===== src/rtl/alu_pkg.sv =====
// Shared ALU constants: multiplier widths, iteration count and FSM state encoding.
// The op decoder reuses the ST_* values, so keep them stable.
package alu_pkg;

    localparam int MUL_W  = 4;
    localparam int PROD_W = 8;

    localparam logic [2:0] MUL_ITERS = 3'd4;

    localparam logic [1:0] ST_IDLE = 2'd0;
    localparam logic [1:0] ST_RUN  = 2'd1;
    localparam logic [1:0] ST_DONE = 2'd2;

    typedef enum logic [1:0] {
        S_IDLE = ST_IDLE,
        S_RUN  = ST_RUN,
        S_DONE = ST_DONE
    } mul_state_e;

endpackage


===== src/rtl/adder_4b.sv =====
// 4-bit ripple-carry adder; the multiplier's only arithmetic resource.
module adder_4b (
    input  logic [3:0] a,
    input  logic [3:0] b,
    input  logic       cin,
    output logic [3:0] sum,
    output logic       cout
);

    logic [4:0] carry;

    assign carry[0] = cin;

    for (genvar i = 0; i < 4; i++) begin : g_fa
        assign sum[i]       = a[i] ^ b[i] ^ carry[i];
        assign carry[i + 1] = (a[i] & b[i]) | (carry[i] & (a[i] ^ b[i]));
    end

    assign cout = carry[4];

endmodule


===== src/rtl/seq_multiplier_4b.sv =====
// Unsigned shift-and-add multiplier, one adder_4b iteration per RUN cycle.
// Handshakes: a transfer happens on a rising edge where valid and ready are both high.
module seq_multiplier_4b
    import alu_pkg::*;
#(
    parameter int WIDTH       = 4,
    parameter int ZERO_BYPASS = 1
) (
    input  logic                 clk,
    input  logic                 rst_n,
    input  logic                 in_valid,
    output logic                 in_ready,
    input  logic [WIDTH-1:0]     a,
    input  logic [WIDTH-1:0]     b,
    output logic                 out_valid,
    input  logic                 out_ready,
    output logic [2*WIDTH-1:0]   product,
    output logic                 busy
);

    if (WIDTH != MUL_W) begin : g_width_check
        $error("seq_multiplier_4b: WIDTH must be %0d", MUL_W);
    end

    mul_state_e         state_q, state_d;
    logic [MUL_W-1:0]   mcand_q, mcand_d;
    logic [MUL_W-1:0]   acc_q, acc_d;
    logic [MUL_W-1:0]   q_q, q_d;
    logic [2:0]         count_q, count_d;
    logic [PROD_W-1:0]  product_q, product_d;

    logic [MUL_W-1:0]   addend;
    logic [MUL_W-1:0]   add_sum;
    logic               add_cout;
    logic [MUL_W-1:0]   acc_shift;
    logic [MUL_W-1:0]   q_shift;
    logic               zero_operand;

    assign addend = q_q[0] ? mcand_q : '0;

    adder_4b u_adder (
        .a    (acc_q),
        .b    (addend),
        .cin  (1'b0),
        .sum  (add_sum),
        .cout (add_cout)
    );

    // {carry, acc, q} shifted right by one: the carry lands in acc[3].
    assign acc_shift    = {add_cout, add_sum[MUL_W-1:1]};
    assign q_shift      = {add_sum[0], q_q[MUL_W-1:1]};
    assign zero_operand = (a == '0) || (b == '0);

    always_comb begin
        state_d   = state_q;
        mcand_d   = mcand_q;
        acc_d     = acc_q;
        q_d       = q_q;
        count_d   = count_q;
        product_d = product_q;

        unique case (state_q)
            S_IDLE: begin
                if (in_valid) begin
                    mcand_d = a;
                    q_d     = b;
                    acc_d   = '0;
                    count_d = MUL_ITERS;
                    if ((ZERO_BYPASS != 0) && zero_operand) begin
                        product_d = '0;
                        state_d   = S_DONE;
                    end else begin
                        state_d = S_RUN;
                    end
                end
            end
            S_RUN: begin
                acc_d   = acc_shift;
                q_d     = q_shift;
                count_d = count_q - 3'd1;
                if (count_q == 3'd1) begin
                    product_d = {acc_shift, q_shift};
                    state_d   = S_DONE;
                end
            end
            S_DONE: begin
                if (out_ready) begin
                    state_d = S_IDLE;
                end
            end
            default: state_d = S_IDLE;
        endcase
    end

    always_ff @(posedge clk or negedge rst_n) begin
        if (!rst_n) begin
            state_q   <= S_IDLE;
            mcand_q   <= '0;
            acc_q     <= '0;
            q_q       <= '0;
            count_q   <= '0;
            product_q <= '0;
        end else begin
            state_q   <= state_d;
            mcand_q   <= mcand_d;
            acc_q     <= acc_d;
            q_q       <= q_d;
            count_q   <= count_d;
            product_q <= product_d;
        end
    end

    assign in_ready  = (state_q == S_IDLE);
    assign busy      = (state_q == S_RUN);
    assign out_valid = (state_q == S_DONE);
    assign product   = product_q;

endmodule


===== config.mk =====
export PLATFORM = sky130hd
export DESIGN_NAME = seq_multiplier_4b
export DESIGN_NICKNAME = d
export VERILOG_FILES = /design/src/rtl/alu_pkg.sv /design/src/rtl/adder_4b.sv /design/src/rtl/seq_multiplier_4b.sv
export SDC_FILE = /design/constraint.sdc
export NUM_CORES = 1
export LEC_CHECK = 0
export BUFFER_PORTS_ARGS = -buffer_cell sky130_fd_sc_hd__buf_4
export CAP_MARGIN = 10
export CORE_ASPECT_RATIO = 0.8
export CORE_MARGIN = 5
export CORE_UTILIZATION = 49
export CTS_CLUSTER_DIAMETER = 80
export CTS_CLUSTER_SIZE = 28
export DETAILED_ROUTE_END_ITERATION = 8
export MAX_ROUTING_LAYER = met4
export PLACE_DENSITY = 0.79
export SYNTH_ARGS = -nofsm -noshare
export SYNTH_HDL_FRONTEND = slang
export SYNTH_HIERARCHICAL = 1
export SYNTH_SLANG_ARGS = --single-unit

===== constraint.sdc =====
create_clock -name clk -period 2.1 [get_ports clk]
set_clock_uncertainty 0.05 [all_clocks]
set_input_delay 0.42 -clock clk [delete_from_list [all_inputs] [get_ports clk]]
set_output_delay 0.42 -clock clk [all_outputs]
set_load 0.01 [all_outputs]

==> reports/results.ini <==
[detailed_routing]
final_antenna_net_count=0
vias_per_cell=5.288
avgRoutedWirePerCell_um=14.61
dr.pass1.iters=4
drtIter0Drc=37
dr_total_vias=899
drc=0
wirelength_um=2484

[timing]
hold_viol=0
setup_ws_ns=-0.2038
fin_crit_ns=2.304
setup_violations=4
setup_tns_ns=-0.4655
tightest_slew_ns=0.5090
rsz0062_at_grt=yes
final_max_slew_viol_count=0
fin_crit_sh_pct=109.7
slew_headroom_pct=65.78
max_freq_mhz=434.1

[global_routing]
grt_pass1_vias=887
overflow=0
grt_pass1_wl_um=4243
grt.total_usage_pct=15.19
grt_max_degree=26
antenna_found_initial=0

[cts]
cts_tree=done
path_clk_slew_ns=0.15
cts_buffers=3
clock_latency_ns=0.34
clock_path_buffers=2
htreeDepth=1
post_cts_buffers=0
cts.sinks=25
clock-root-buffer=clkbuf_4

[logic_synthesis]
synth-compound-area-share_pct=19.50
yosys_warnings=6
synth_top_family_by_area=compound AO/OA/AOI/OAI gates
postSynthCellCount=107
async_flop_share_pct=100.0
synth-main-ff-cell=dfrtp_1
synth-xor-area-share_pct=0
synth-simple-area-share_pct=12.18
synth_adder_area_share_pct=8.317
synthMuxAreaShare_pct=3.564
avgSynthCellArea_um2=11.81
ys_seq_elements=25
ys_types=27
seq_area_frac_synth_pct=49.50
synth_nets=125
synth_edf_count=0
syn_area_um2=1264

[layout]
drive_above_1_share_pct=33.58
antennaDiodeCount=0
layout_common_cells=buf_4, dfrtp_1, a22o_1
utilization_pct=61.84
area_growth_pct=20.50
fin_nets=153
final_common_cell=buf_4
fill_cells=213

[critical_path]
worst_setup_path_start_kind=flop
cpMaxStageDelayCell=dfrtp_1
cp_num_buf_inv=4
worstPathCellList=and2_4, fa_2, inv_2, fa_2, inv_2, fa_2, inv_2, fa_1, inv_1, a22o_1
worst_setup_path_end_kind=flop
criticalPathCategory=reg -> reg
cp_max_fo=2
required_ns=2.32
cp_top_family=adder cells
cp.arrival_ns=2.52
cpPeakStageDelay_ns=0.41

[placement]
hpwl_um=1827
port_buffers=22
gp_congestion=0.8536

[pwr]
switchingPower_uw=778.8
p_int_mw=1.238
seqPwrFrac_pct=42.4
p_leak_nw=0.7254
p_per_area_nw_per_um2=1325
ir_drop_mv=0.6187
p_sw_share_pct=38.61
p_clk_share_pct=11.3
pwr-share-comb_pct=46.3

[run_status]
failed_checks=negative setup slack
status=finished with violations

[floorplan]
io_pins=23
fp-row-count=16
initial_core_util_pct=51.32
die_w_um=66.78
die_area_um2=3701
core_area_um2=2462
fp.dieH_um=55.42

[min_path]
hp-class=in -> reg

[run]
max-cap-violations=0

## synthesized netlist by cell type, types with 2 or more instances
cell       n  area (µm²)
nor2b_1    4       25.02
o21bai_1   2       15.01
ha_1       2       25.02
nand2_1    2       7.510
nor4_2     2       25.02
buf_4      2       15.01
a21oi_1    5       25.02
dfrtp_1   25       625.6
a22o_1    13       113.9
a22oi_1    4       30.03
mux2_2     4       45.04
fa_1       4       80.08
nand2b_1   2       12.51
inv_1     14       52.55
and2_1     4       25.02
o21ai_0    7       35.03
## sequential cells by signal, summed over array words and instances (netlist names)
signal	count
q_q	4
product	8
mcand_q	4
acc_q	4
state_q	2
count_q	3
## worst reg2reg max path, stage by stage (launching register included)
cell,delay (ns)
dfrtp_1,0.41
and2_4,0.16
fa_2,0.33
inv_2,0.06
fa_2,0.18
inv_2,0.04
fa_2,0.33
inv_2,0.06
fa_1,0.41
inv_1,0.08
a22o_1,0.12
## metrics by stage
| step | setup slack (ns) | hold WS (ns) | area (µm²) | total power, mW | std cells |
|---|---|---|---|---|---|
| 2_1_floorplan | -0.004563 | 0.07441 | 1274 | 1.490 | 107 |
| 3_3_place_gp | -0.09519 | 0.2872 | 1483 | 1.768 | 165 |
| 3_5_place_dp | -0.1526 | 0.2921 | 1483 | 1.802 | 165 |
| 4_1_cts | -0.1873 | 0.1972 | 1523 | 2.030 | 170 |
| 5_1_grt | -0.2663 | 0.1827 | 1523 | 2.177 | 170 |
| 6_report | -0.2038 | 0.1995 | 1523 | 2.017 | 170 |
## power by group through the flow
stage / sequential, mW / clock (mW) / combinational (mW)
3_3_place_gp: 0.855 / 0 / 0.913
2_1_floorplan: 0.802 / 0 / 0.688
6_report: 0.855 / 0.229 / 0.933
3_5_place_dp: 0.865 / 0 / 0.936
5_1_grt: 0.888 / 0.258 / 1.03
4_1_cts: 0.855 / 0.235 / 0.940
## final cells by class
cell class	instances	area, µm²	area share, %
multi-input combinational	64	564.3	37.06
tap	36	45.04	2.958
timing repair buffer	27	205.2	13.48
clock inverter	1	7.507	0.4930
inverter	14	52.55	3.451
clock buffer	3	22.52	1.479
sequential	25	625.6	41.08
## layer usage
metal  vias up  wire length [µm]  part of all wire, %  GRT usage, %
li1        422                 -                    -             -
met1       441              1200                   48         21.50
met2        32              1073                   43         21.33
met3         4               188                  7.6         4.665
met4         0                22                 0.89         3.478
met5         -                 0                    0             -
## what timing repair did
action | 4_1_cts | 5_1_grt
gates resized for setup | 0 | 1
hold buffers | 1 | 0
endpoints found under the hold margin | 25 | 0
endpoints found under the setup margin | 4 | 4
pin swaps | 0 | 1
## path summary, 6_finish.rpt
check,startpoint,slack [ns],to,depth (start not counted)
max in group asynchronous,rst_n,1.29,mcand_q[2],2
min,out_ready,0.20,state_q[1],2
max reg2reg,q_q[0],-0.20,acc_q[2],10
min in group asynchronous,rst_n,0.44,state_q[1],2
max,q_q[0],-0.20,acc_q[2],10
min reg2reg,count_q[1],0.45,count_q[1],2
## kinds of logic (layout without fill, tap and decap cells)
family	count (synthesis)	after routing
flops	25	25
fa+ha+maj	6	6
compound gates	32	32
simple gates	21	21
other cells	1	1
buf+inv	18	45
mux	4	4
No activity file was read; power rests on OpenSTA's default activity.
